$ cat src/rtl/iter_alu.sv
// Iterative ALU: single-cycle add/sub/xor/slt, WIDTH-cycle shift-add
// multiply and restoring divide behind a valid/ready handshake.
module iter_alu #(
    parameter int WIDTH = 32
) (
    input  logic             clk,
    input  logic             rst_n,
    input  logic             in_valid,
    output logic             in_ready,
    input  logic [2:0]       op,
    input  logic [WIDTH-1:0] a,
    input  logic [WIDTH-1:0] b,
    output logic             out_valid,
    input  logic             out_ready,
    output logic [WIDTH-1:0] res_lo,
    output logic [WIDTH-1:0] res_hi,
    output logic [5:0]       flags
);

    localparam int CW = $clog2(WIDTH) + 1;
    localparam logic [CW-1:0] LAST = CW'(WIDTH - 1);

    typedef enum logic [1:0] {IDLE, BUSY, DONE} state_t;

    state_t           state;
    logic [CW-1:0]    cnt;
    logic [2:0]       opr;
    logic [WIDTH-1:0] areg, breg, hi, lo;

    logic [WIDTH:0]   add_w, sub_w;
    logic             add_ovf, sub_ovf;
    logic [WIDTH-1:0] fast_lo;
    logic [5:0]       fast_fl;
    logic             f_err, f_carry, f_ovf;

    assign add_w   = {1'b0, a} + {1'b0, b};
    assign sub_w   = {1'b0, a} - {1'b0, b};
    assign add_ovf = (a[WIDTH-1] == b[WIDTH-1]) && (add_w[WIDTH-1] != a[WIDTH-1]);
    assign sub_ovf = (a[WIDTH-1] != b[WIDTH-1]) && (sub_w[WIDTH-1] != a[WIDTH-1]);

    always_comb begin
        fast_lo = '0;
        f_err   = 1'b0;
        f_carry = 1'b0;
        f_ovf   = 1'b0;
        unique case (op)
            3'b000: begin
                fast_lo = add_w[WIDTH-1:0];
                f_carry = add_w[WIDTH];
                f_ovf   = add_ovf;
            end
            3'b001: begin
                fast_lo = sub_w[WIDTH-1:0];
                f_carry = sub_w[WIDTH];
                f_ovf   = sub_ovf;
            end
            3'b010: fast_lo = a ^ b;
            3'b011: fast_lo = {{(WIDTH-1){1'b0}}, sub_w[WIDTH-1] ^ sub_ovf};
            default: f_err = 1'b1;
        endcase
        if (f_err)
            fast_fl = 6'b100000;
        else
            fast_fl = {2'b00, f_carry, f_ovf, fast_lo[WIDTH-1], fast_lo == '0};
    end

    // hi/lo hold {accumulator, multiplier} for MULU, {remainder, dividend/quotient} for DIVU
    logic [WIDTH:0]   mul_sum, div_sh;
    logic [WIDTH+1:0] div_df;
    logic [WIDTH-1:0] nx_hi, nx_lo;
    logic [5:0]       it_fl;
    logic             unused_bits;

    assign mul_sum     = {1'b0, hi} + (lo[0] ? {1'b0, areg} : '0);
    assign div_sh      = {hi, lo[WIDTH-1]};
    assign div_df      = {1'b0, div_sh} - {2'b00, breg};
    assign unused_bits = ^{div_sh[WIDTH], div_df[WIDTH]};

    always_comb begin
        if (opr == 3'b100) begin
            nx_hi = mul_sum[WIDTH:1];
            nx_lo = {mul_sum[0], lo[WIDTH-1:1]};
        end else if (!div_df[WIDTH+1]) begin
            nx_hi = div_df[WIDTH-1:0];
            nx_lo = {lo[WIDTH-2:0], 1'b1};
        end else begin
            nx_hi = div_sh[WIDTH-1:0];
            nx_lo = {lo[WIDTH-2:0], 1'b0};
        end
        if (opr == 3'b100)
            it_fl = {4'b0000, nx_lo[WIDTH-1], {nx_hi, nx_lo} == '0};
        else
            it_fl = {1'b0, breg == '0, 2'b00, nx_lo[WIDTH-1], nx_lo == '0};
    end

    always_ff @(posedge clk or negedge rst_n) begin
        if (!rst_n) begin
            state     <= IDLE;
            cnt       <= '0;
            opr       <= '0;
            areg      <= '0;
            breg      <= '0;
            hi        <= '0;
            lo        <= '0;
            res_lo    <= '0;
            res_hi    <= '0;
            flags     <= '0;
            in_ready  <= 1'b1;
            out_valid <= 1'b0;
        end else begin
            unique case (state)
                IDLE: begin
                    if (in_valid) begin
                        opr      <= op;
                        areg     <= a;
                        breg     <= b;
                        cnt      <= '0;
                        hi       <= '0;
                        lo       <= (op == 3'b100) ? b : a;
                        in_ready <= 1'b0;
                        if (op == 3'b100 || op == 3'b101) begin
                            state <= BUSY;
                        end else begin
                            state     <= DONE;
                            out_valid <= 1'b1;
                            res_lo    <= fast_lo;
                            res_hi    <= '0;
                            flags     <= fast_fl;
                        end
                    end
                end
                BUSY: begin
                    cnt <= cnt + 1'b1;
                    hi  <= nx_hi;
                    lo  <= nx_lo;
                    if (cnt == LAST) begin
                        state     <= DONE;
                        out_valid <= 1'b1;
                        res_lo    <= nx_lo;
                        res_hi    <= nx_hi;
                        flags     <= it_fl;
                    end
                end
                DONE: begin
                    if (out_ready) begin
                        state     <= IDLE;
                        out_valid <= 1'b0;
                        in_ready  <= 1'b1;
                    end
                end
                default: state <= IDLE;
            endcase
        end
    end

endmodule

$ cat config.mk
export PLATFORM = sky130hd
export DESIGN_NAME = iter_alu
export DESIGN_NICKNAME = d
export VERILOG_FILES = /design/src/rtl/iter_alu.sv
export SDC_FILE = /design/constraint.sdc
export NUM_CORES = 1
export LEC_CHECK = 0
export CORE_ASPECT_RATIO = 2
export CORE_MARGIN = 1
export CORE_UTILIZATION = 30
export DETAILED_ROUTE_END_ITERATION = 10
export PLACE_DENSITY = 0.57
export SYNTH_ARGS = -nofsm -noshare
export SYNTH_HDL_FRONTEND = slang
export SYNTH_SLANG_ARGS = --single-unit
$ cat constraint.sdc
create_clock -name clk -period 4.6 [get_ports clk]
set_input_delay 1.15 -clock clk [delete_from_list [all_inputs] [get_ports clk]]
set_output_delay 1.15 -clock clk [all_outputs]
set_load 0.005 [all_outputs]
* Word-level counts from Yosys, hierarchy flattened *
Index checks and enable logic that the tools add are counted.

storage, ports and cells
  register bits after elaboration = 211
  word-level logic and storage cells = 97
  bits of input ports = 71

cells by class
  eq/ne operators = 17
  reduce and logical (&&, ||, !) cells = 19
  $add $sub $neg = 5
  bitwise gates (word level) = 2
  multiplexer cells = 42

operators with widths
  operator                                                               number
  32-bit 2-to-1 mux                                                      13
  32-bit one-hot mux with 2 select lines                                 4
  32-bit one-hot mux with 4 select lines                                 1
  32-bit logical NOT                                                     3
  32-bit by 32-bit adder with 33-bit output                              2
  64-bit logical NOT                                                     1
  33-bit by 32-bit subtractor with 34-bit output                         1
  32-bit by 32-bit subtractor with 33-bit output                         1
  32-bit XOR                                                             1
  6-bit 2-to-1 mux                                                       5
  6-bit one-hot mux with 2 select lines                                  2
  3-bit equality test, second input constant                             3
  2-bit 2-to-1 mux                                                       4
  2-bit inequality test, second input constant                           4
  1-bit 2-to-1 mux                                                       7
  6-bit by 1-bit adder with 6-bit output, second input constant          1
  3-bit by 2-bit equality test with 1-bit output, second input constant  2
  6-bit by 5-bit equality test with 1-bit output, second input constant  1
  1-bit one-hot mux with 2 select lines                                  3
  2-bit one-hot mux with 3 select lines                                  1
  3-bit AND reduction                                                    2
  5-bit 2-to-1 mux                                                       1
  5-bit AND reduction                                                    1
  2-bit AND reduction                                                    2
  15 further kinds                                                       19

* Longest topological paths before layout *
  word-level depth = 10
  gate-level depth with buffers = 21
  mapped depth without buffers = 20

* Least setup slack after synthesis *
Ideal clock, no wire load.

  kind = in2reg
  start = in b[2]
  end = reg flags[0]
  library setup time = 0.064 ns
  buffers on the path = 1
  slack = -0.380 ns
  data required time = 4.536 ns
  arrival = 4.915 ns
  stages = 21
  cells stage by stage = inv_1 ha_1 buf_2 nand3b_1 a21oi_2 o21ai_1 a2111oi_2 a41oi_1 a21oi_2 a21oi_1 o21bai_1 fa_1 mux2i_1 or3_1 nor4_1 nand2_1 a2111oi_2 nand4_1 or4_1 nor3_2 a211o_1

on the way
  word-level cells in the longest chain between the ends = 10
  elaborated cells on any way between the ends = 12

RTL lines
  item                                            line  text
  start: declaration                              12    input logic [WIDTH-1:0] b,
  32-bit by 32-bit subtractor with 33-bit output  37    assign sub_w = {1'b0, a} - {1'b0, b};
  1-bit inequality test                           39    assign sub_ovf = (a[WIDTH-1] != b[WIDTH-1]) && (sub_w[WIDTH-1] != a[WIDTH-1]);
  1-bit logical AND                               39
  1-bit XOR                                       58    3'b011: fast_lo = {{(WIDTH-1){1'b0}}, sub_w[WIDTH-1] ^ sub_ovf};
  32-bit one-hot mux with 4 select lines *        46    unique case (op)
  32-bit logical NOT *                            64    fast_fl = {2'b00, f_carry, f_ovf, fast_lo[WIDTH-1], fast_lo == '0};
  6-bit 2-to-1 mux *                              61    if (f_err)
  6-bit 2-to-1 mux *                              121   if (op == 3'b100 || op == 3'b101) begin
  6-bit 2-to-1 mux *                              113   if (in_valid) begin
  6-bit one-hot mux with 2 select lines *         111   unique case (state)
  end signal: assignment                          128   flags <= fast_fl;
  end signal: assignment                          141   flags <= it_fl;
  end: declaration                                17    output logic [5:0] flags

Every way passes the cells marked *; elsewhere a longest branch is shown, timed or not. The select of a mux whose other input is x is not followed.
A chain may end at the register's enable or synchronous reset.

* Worst setup path in the final report *
  start = in b[9]
  end = reg flags[0]

Same word-level chain as after synthesis.

==> results.yml <==
clock_tree:
  cts_tree: "built"
  clock_latency_ns: 0.54
  cts.sinks: 210
  clk_path_buf_depth: 3
  ctsHtreeMaxLevel: 1
  cts_buffers: 20
  cts_hold_buf: 0
  cts_root_buf: "clkbuf_16"
  path_clk_slew_ns: 0.07
setup_path:
  startpoint: "b[9]"
  critPathCaptureType: "flip-flop"
  worstPathArrival_ns: 5.40
  cp_top_family: "compound AO/OA/AOI/OAI gates"
  crit_chain: "buf_6, inv_2, ha_4, inv_4, o31ai_4, a21oi_4, a2111oi_4, buf_4, a41oi_4, a21oi_2, a21oi_1, o21bai_1, fa_2, mux2i_1, or3_1, nor4_1, nand2_1, a2111oi_2, nand4_1, or4_4, nor3_4, a211o_1"
  rr_worst_depth: 15
  start_kind: "input pin"
  crit_buf_inv: 4
  cp.depth: 22
  slowest_stage: "or4_4"
  path_class: "input pin to flip-flop"
  cp.required_ns: 5.08
  crit_fanout: 3
  reg2reg_from: "lo[0]$_DFFE_PN0P_"
  cp_slowest_stage_delay_ns: 0.45
power:
  ir_drop_v: 0.0002768
  power_density_nw_per_um2: 541.8
  p_leak_nw: 11.41
  power.total_mw: 13.43
grt:
  antenna_found_initial: 0
  overflow: 0
  grt_first_pass_wirelength_um: 129600
  grt_max_degree: 109
  grt_pass1_vias: 20825
  track_usage: 0.2797
final_layout:
  areaGrowthSynthToFinish_pct: 34.50
  drive_above_1_share: 0.2301
  n_fill_cell: 6289
  fin_util: 0.4072
  n_antenna_cell: 0
  fin_nets: 3077
synthesis:
  netlist-cell-type-count: 92
  synth_cells: 2403
  synth_top_area_frac: 0.2839
  async_flop_share: 1.000
  yosysSeqAreaShare: 0.2853
  synth_edf_count: 0
  netlist_area_um2: 18430
  syn_area_per_cell_um2: 7.668
  ys.flop_type: "dfrtp_1"
  synth_fp_nets: 2608
  synthTopCellsByArea: "dfrtp_1 (28%), ha_1 (8.8%), nand2_1 (8.0%)"
  synth_seq_cells: 210
  yosys_warnings: 0
  yosysTopAreaCell: "dfrtp_1"
detailed_routing:
  viasPerCell: 5.610
  drt_wl_total_um: 87490
  vias: 20566
  first_pass_iters: 5
  ant_nets: 0
  post-route-drc-count: 0
  first_iter_violations: 1567
  wl_per_cell_um: 23.87
worst_hold_path:
  whs_path_depth: 2
  holdCritPathClass: "flip-flop to flip-flop"
  min_from: "res_hi[2]$_DFFE_PN0P_"
sta:
  slew_headroom: 0.2035
  rsz0062_at_grt: "yes"
  fin_skew_ns: 0.01498
  tightest_slew_ns: 1.165
  period_minus_slack_ns: 4.920
  hold_violations: 0
  setup_slack_ns: -0.3198
  timing.setup.tns_ns: -0.3198
  drv_slew: 0
  min_period_over_period: 1.070
  setup_violations: 1
  fmax_ghz: 0.2033
placement:
  place_congestion: 0.9813
  dp_hpwl_um: 71040
  place.port_buffers: 142
floorplanning:
  initial_core_util: 0.3028
  die_w_um: 177.2
  fp-row-count: 128
  coreArea_um2: 60860
  io_pins: 143
  dieArea_um2: 62470
  die_y_um: 352.5
outcome:
  violations: "negative setup slack"
  status: "finished, violations left"
job:
  maxCapViolCount: 0
cell families after synthesis:
| family | share of synthesized area |
|---|---|
| simple gates | 0.2178 |
| compound gates | 0.2773 |
| buf+inv | 0.05983 |
| flops | 0.2853 |
| fa+ha+maj | 0.09303 |
| mux | 0.03877 |
| xor+xnor | 0.02805 |
layer usage:
layer | vias to the layer above | global-route usage | part of all wire
li1 | 9620 | - | -
met5 | - | 0 | 0
met4 | 0 | 0.2159 | 0.088
met1 | 9971 | 0.2884 | 0.35
met3 | 240 | 0.02178 | 0.042
met2 | 735 | 0.5125 | 0.52
Yosys cell counts, types with 17 or more instances:
master,instances
a211oi_1,27
a21o_1,47
a21oi_1,222
a31oi_1,27
and2_1,47
and3_1,18
buf_2,20
clkbuf_1,116
dfrtp_1,209
ha_1,129
inv_1,126
mux2_2,43
mux2i_1,23
nand2_1,395
nand2b_1,21
nand3_1,33
nand4_1,42
nor2_1,167
nor2b_1,21
nor3_1,41
nor4_1,27
o211ai_1,23
o21ai_0,197
o21bai_1,17
o31ai_1,30
or4_1,17
xnor2_1,34
xor2_1,25
flip-flops by register name, indices dropped and copies added (netlist names):
| register | cells |
|---|---|
| areg | 32 |
| breg | 32 |
| hi | 32 |
| lo | 32 |
| res_hi | 32 |
| res_lo | 32 |
| cnt | 6 |
| flags | 5 |
| opr | 3 |
| state | 2 |
| in_ready | 1 |
| out_valid | 1 |
metrics by stage:
stage / hold WS, ns / cell area (um2) / cells / worst slack, ns
5_1_grt: 0.4987 / 24780 / 3666 / -0.4736
3_3_place_gp: 0.4581 / 23630 / 3610 / -1.282
2_1_floorplan: 0.4673 / 18480 / 2403 / -0.3137
3_5_place_dp: 0.4662 / 23630 / 3610 / -1.359
6_report: 0.4788 / 24780 / 3666 / -0.3198
4_1_cts: 0.4840 / 24620 / 3663 / -0.3163
worst register-to-register path, cell delays in order, from the launching register on:
cell and delay [ns]:
dfrtp_1 0.44, buf_4 0.18, and2_1 0.16, ha_1 0.48, nand2_1 0.09, o21ai_0 0.44, o31ai_1 0.15, buf_4 0.19
a2111oi_0 1.02, buf_4 0.24, nor3_1 0.07, xor2_1 0.15, a22oi_1 0.24, and4b_1 0.27, and4_1 0.23, a211o_1 0.30
worst paths after layout:
check | endpoint | slack [ns]
setup / recovery | flags[0]$_DFFE_PN0P_ | -0.32
setup reg to reg | flags[0]$_DFFE_PN0P_ | -0.14
hold / removal | res_hi[2]$_DFFE_PN0P_ | 0.48
hold reg to reg | res_hi[2]$_DFFE_PN0P_ | 0.48
max in group asynchronous | in_ready$_DFFE_PN1P_ | 2.92
min in group asynchronous | areg[2]$_DFFE_PN0P_ | 0.64
repair_timing:
action / in CTS / in global routing
gates resized for setup: 175 / 31
setup buffers: 17 / 3
setup endpoints to repair: 4 / 5
cloned: 0 / 0
pin swaps: 34 / 28
cells in the final DEF (no fill, tap or decap), types with 21 or more instances in the layout:
| cell | Yosys | layout |
|---|---|---|
| a211oi_1 | 27 | 27 |
| a21o_1 | 47 | 47 |
| a21oi_1 | 222 | 218 |
| a31oi_1 | 27 | 27 |
| and2_1 | 47 | 47 |
| buf_4 | 3 | 450 |
| clkbuf_16 | 0 | 21 |
| clkdlybuf4s50_1 | 0 | 103 |
| dfrtp_1 | 209 | 209 |
| ha_1 | 129 | 111 |
| inv_1 | 126 | 109 |
| mux2_2 | 43 | 43 |
| mux2i_1 | 23 | 23 |
| nand2_1 | 395 | 394 |
| nand3_1 | 33 | 33 |
| nand4_1 | 42 | 42 |
| nor2_1 | 167 | 165 |
| nor3_1 | 41 | 40 |
| nor4_1 | 27 | 26 |
| o211ai_1 | 23 | 23 |
| o21ai_0 | 197 | 196 |
| o31ai_1 | 30 | 29 |
| xnor2_1 | 34 | 34 |
| xor2_1 | 25 | 25 |
where the power goes:
part           leakage, nW  internal [mW]  total (mW)  switching, mW
sequential            2.69           2.55        3.20          0.651
clock                0.346           1.04        1.89          0.847
combinational         8.37           3.47        8.35           4.87
layout make-up:
class | count | area, um2 | area share
multi-input cells | 1913 | 12470 | 0.5034
repair buffers | 600 | 4875 | 0.1967
clock inverters | 10 | 121.4 | 0.004897
flip-flops and latches | 210 | 5256 | 0.2121
well taps | 780 | 975.9 | 0.03938
inverters | 127 | 484.2 | 0.01954
clock buffers | 26 | 594.3 | 0.02398
(Power assumes the default switching activity.)
==> RTL change 1 (same flow settings) <==
Register the output `flags` once more, without a reset; this adds one clock of latency there. The other outputs are not delayed to match.
--- a/src/rtl/iter_alu.sv
+++ b/src/rtl/iter_alu.sv
@@ -21,6 +21,8 @@
     localparam logic [CW-1:0] LAST = CW'(WIDTH - 1);
 
     typedef enum logic [1:0] {IDLE, BUSY, DONE} state_t;
+
+    logic [5:0] flags_s0;
 
     state_t           state;
     logic [CW-1:0]    cnt;
@@ -104,7 +106,7 @@
             lo        <= '0;
             res_lo    <= '0;
             res_hi    <= '0;
-            flags     <= '0;
+            flags_s0  <= '0;
             in_ready  <= 1'b1;
             out_valid <= 1'b0;
         end else begin
@@ -125,7 +127,7 @@
                             out_valid <= 1'b1;
                             res_lo    <= fast_lo;
                             res_hi    <= '0;
-                            flags     <= fast_fl;
+                            flags_s0  <= fast_fl;
                         end
                     end
                 end
@@ -138,7 +140,7 @@
                         out_valid <= 1'b1;
                         res_lo    <= nx_lo;
                         res_hi    <= nx_hi;
-                        flags     <= it_fl;
+                        flags_s0  <= it_fl;
                     end
                 end
                 DONE: begin
@@ -153,5 +155,9 @@
         end
     end
 
+    always_ff @(posedge clk) begin
+        flags <= flags_s0;
+    end
+
 endmodule
 
Function: changed (Yosys sat finds a counterexample within 4 cycles, from zero or initial values and one cycle with rst_n low).
==> RTL change 1 against the original RTL <==
  * The flow still finishes with violations (setup timing)
  * Die area shrank 0.82%
  * Final cell count grew 0.57%
  * Routed wire length shrank 1.9%
  * Design area grew 3.8%
  * Setup slack lost 1.4 ns
  * Clock power is essentially flat
  * Count of clock-buffer cells in the layout grew 7
  * Sequential power grew 5%
  * Sequential cell count grew 6
  * Global-route usage shrank 0.54 points
  * Power grew 12%
  * Synthesized area shrank 0.82%
  * Critical path depth grew 4
  * Critical path type unchanged
  * Largest cell class unchanged
  * Largest power group unchanged
==> RTL change 1: results (changes against the original RTL) <==
# setup viols final=1 (unchanged); M1 WL=30700 µm (was 30300 µm); Worst Tran Pin Value=0.766 ns (was 1.16 ns); nets@finish=3102 (was 3077); fraction of registers with async set/reset=0.972 (was 1.00); hold endpoint=flags[5]$_DFF_P_ (was res_hi[2]$_DFFE_PN0P_); Clock Skew=0.0168 ns (was 0.0150 ns); first-pass iteration count of the detailed router=7 (was 5); largest net degree at the start of global routing=103 (was 109); global-route wire length before repair=127000 µm (was 130000 µm); routed wl met2=43500 µm (was 45900 µm); largest stage delay on the critical path=0.51 ns (was 0.45 ns); GRT Util Overall=0.274 (was 0.280); drt wl/cell=23.3 µm (was 23.9 µm); CP max FO=4 (was 3); DR iter-0 viols=1543 (was 1567); setup ws final=-1.76 ns (was -0.320 ns); R2R setup slack=-0.48 ns (was -0.14 ns); post-synthesis sequential area ratio=0.294 (was 0.285); reg2reg path depth=17 (was 15); status=complete, but fails checks (unchanged); crit path DAT=6.85 ns (was 5.40 ns); top cells by count, synth=nand2_1 (350), dfrtp_1 (209), o21ai_0 (195), nor2_1 (162), a21oi_1 (161) (was nand2_1 (395), a21oi_1 (222), dfrtp_1 (209), o21ai_0 (197), nor2_1 (167)); Hold Startpoint=flags_s0[5]$_DFFE_PN0P_ (was res_hi[2]$_DFFE_PN0P_); syn nets=2541 (was 2608); launch point of the worst path=a[0] (was b[9]); failing checks=setup timing (unchanged); Via density=5.54 (was 5.61); Placed Instances=3615 (was 3610); vias in the first global route=20800 (was 20825); WL met3=3250 µm (was 3650 µm); Detailed Place HPWL=68800 µm (was 71000 µm)
==> RTL change 1: stage by stage <==
stage                     utilization  setup WS [ns]  power (W)  area [µm²]
after detailed placement        0.400          -2.95     0.0129       24000
final                           0.428          -1.76     0.0150       25700
after global placement          0.400          -2.83     0.0128       24000
after floorplan                     -          -1.43    0.00825       18300
after CTS                       0.420          -1.86     0.0150       25200
after global routing            0.428          -1.96     0.0160       25700
==> RTL change 1: per-layer routing <==
layer	track usage	vias to the layer above
li1	-	9628
met1	0.287	9827
met2	0.494	699
met3	0.0184	282
met4	0.233	0
met5	0	-
==> RTL change 1: logic make-up (layout without fill, tap and decap cells) <==
kind of cell | Yosys count | after routing | synth area share
mux | 73 | 73 | 0.0436
compound gates | 761 | 761 | 0.274
fa+ha+maj | 134 | 134 | 0.0938
xor+xnor | 45 | 45 | 0.0216
simple gates | 844 | 844 | 0.218
buf+inv | 263 | 840 | 0.0548
flops | 216 | 216 | 0.294
==> RTL change 1: timing repair <==
item	4_1_cts	5_1_grt
hold endpoints to repair	0	0
hold buffers	0	0
setup endpoints to repair	13	12
setup buffers	19	15
pin swaps	27	24
resized for setup	101	104
==> RTL change 1: final cells by class <==
type	instances	area [µm²]
fill	6083	34300
inverter	119	447
clock inverter	8	61.3
timing repair buffer	680	5640
sequential	216	5380
tap	774	968
clock buffer	33	653
multi-input combinational	1857	12600
==> RTL change 1: where the power goes <==
group	total, W	internal (W)	switching [W]
registers	0.00335	0.00267	0.000681
logic	0.00980	0.00426	0.00553
clock network	0.00189	0.000996	0.000890
==> RTL change 1: critical path, delay by kind of cell <==
| family | cells | cell delay, ns |
|---|---|---|
| compound gates | 13 | 2.43 |
| fa+ha+maj | 2 | 0.42 |
| buf+inv | 4 | 0.63 |
| simple gates | 7 | 2.21 |
==> RTL change 2 (same settings) <==
Without the edit above. The parameter `WIDTH` goes from 32 to 16.
--- a/src/rtl/iter_alu.sv
+++ b/src/rtl/iter_alu.sv
@@ -1,7 +1,7 @@
 // Iterative ALU: single-cycle add/sub/xor/slt, WIDTH-cycle shift-add
 // multiply and restoring divide behind a valid/ready handshake.
 module iter_alu #(
-    parameter int WIDTH = 32
+    parameter int WIDTH = 16
 ) (
     input  logic             clk,
     input  logic             rst_n,
Interface: changed (resized a, b, res_hi and res_lo); port bits go from 143 to 79. The function was not compared with the original's and may differ.
==> RTL change 2 against the original RTL <==
  * Sequential share of layout area up 2.7 points
  * Setup slack better by 0.35 ns
  * Sequential cell count is 97 lower
  * Routed wire length shrank 60%
  * Non-clock buffer count down 378
  * Fmax is 7.6% higher
  * Register-to-register slack improved by 0.69 ns
  * Critical path depth unchanged
  * Synthesized area decreased by 51%
  * Hold slack lost 0.0080 ns
  * Design area decreased by 52%
  * Core utilization down 0.52 points
  * Power shrank 50%
  * First-iteration DRC count decreased by 66%
==> RTL change 2: results (changes against the original RTL) <==
Syn Area/Cell=8.12 µm² (was 7.67 µm²); DR iter-0 viols=537 (was 1567); port buffer count=78 (was 142); global-route wire length before repair=52800 µm (was 130000 µm); peak supply drop=0.341 mV (was 0.277 mV); setup ws final=0.0294 ns (was -0.320 ns); vias=9094 (was 20566); status=complete, no violations (was complete, but fails checks); fill count=3020 (was 6289); Combinational Power Share=0.554 (was 0.622); clk_buf instances=21 (was 26); non-clock buffer count=222 (was 600); Seq. cell area=2830 µm² (was 5260 µm²); Yosys reg bits=113 (was 210); crit path DAT=4.87 ns (was 5.40 ns); R2R setup slack=0.55 ns (was -0.14 ns); comb_multi_in=862 (was 1913); complex-gate fraction of the synthesized area=0.253 (was 0.277); Post-Synth XOR/XNOR Area=0.0264 (was 0.0280); CTS H-tree depth=4 (was 1); top cells by count, synth=nand2_1 (133), o21ai_0 (120), dfrtp_1 (112), a21oi_1 (72), nor2_1 (70) (was nand2_1 (395), a21oi_1 (222), dfrtp_1 (209), o21ai_0 (197), nor2_1 (167)); syn nets=1214 (was 2608); Synth area leaders=dfrtp_1 (31%), ha_1 (9.2%), o21ai_0 (6.7%) (was dfrtp_1 (28%), ha_1 (8.8%), nand2_1 (8.0%)); Worst Tran Pin Value=1.10 ns (was 1.16 ns); Skew-Pair Late Insertion Delay=0.43 ns (was 0.54 ns); drt wl/cell=21.1 µm (was 23.9 µm); post-synthesis sequential area ratio=0.316 (was 0.285); share of layout cells above drive strength 1=0.194 (was 0.230); placed cell area=11100 µm² (was 23600 µm²); Detailed Place HPWL=28200 µm (was 71000 µm); Clock Skew=0.00681 ns (was 0.0150 ns); Sw Ratio=0.454 (was 0.474); vias in the first global route=9328 (was 20825); leakage=5.28 nW (was 11.4 nW); hold endpoint=res_lo[12]$_DFFE_PN0P_ (was res_hi[2]$_DFFE_PN0P_); cts bufs inserted=17 (was 20); CTS Buffer Depth=2 (was 3); Synth cell types=72 (was 92); Slowest-stage cell, CP=fa_2 (was or4_4); Hold Startpoint=res_lo[12]$_DFFE_PN0P_ (was res_hi[2]$_DFFE_PN0P_); share of cell area taken by multi-input logic gates=0.494 (was 0.503); GRT Util Overall=0.228 (was 0.280); multiplexer area fraction after synthesis=0.0511 (was 0.0388); Post-Place Setup Slack=-1.07 ns (was -1.36 ns); NonClk Buf Share=0.157 (was 0.197); reg2reg path depth=13 (was 15); launch point of the worst path=b[1] (was b[9])
==> RTL change 2: per-layer routing <==
layer	wire length, µm	GRT usage	vias up
met1	11500	0.201	4393
met2	19100	0.443	250
met4	3500	0.216	0
met3	836	0.0204	120
met5	0	0	-
li1	-	-	4331
==> RTL change 2: timing repair <==
| item | 4_1_cts | 5_1_grt |
|---|---|---|
| resized for setup | 50 | 21 |
| endpoints found under the setup margin | 3 | 2 |
| pin swaps | 19 | 18 |
| hold buffers | 0 | 0 |
| hold endpoints to repair | 0 | 0 |
| gates cloned | 0 | 0 |
| buffers inserted | 2 | 1 |
==> RTL change 2: stage by stage <==
| step | cells | util |
|---|---|---|
| after global routing | 1655 | 0.402 |
| after floorplan | 1104 | - |
| after global placement | 1620 | 0.376 |
| after CTS | 1654 | 0.400 |
| after detailed placement | 1620 | 0.376 |
| final | 1655 | 0.402 |
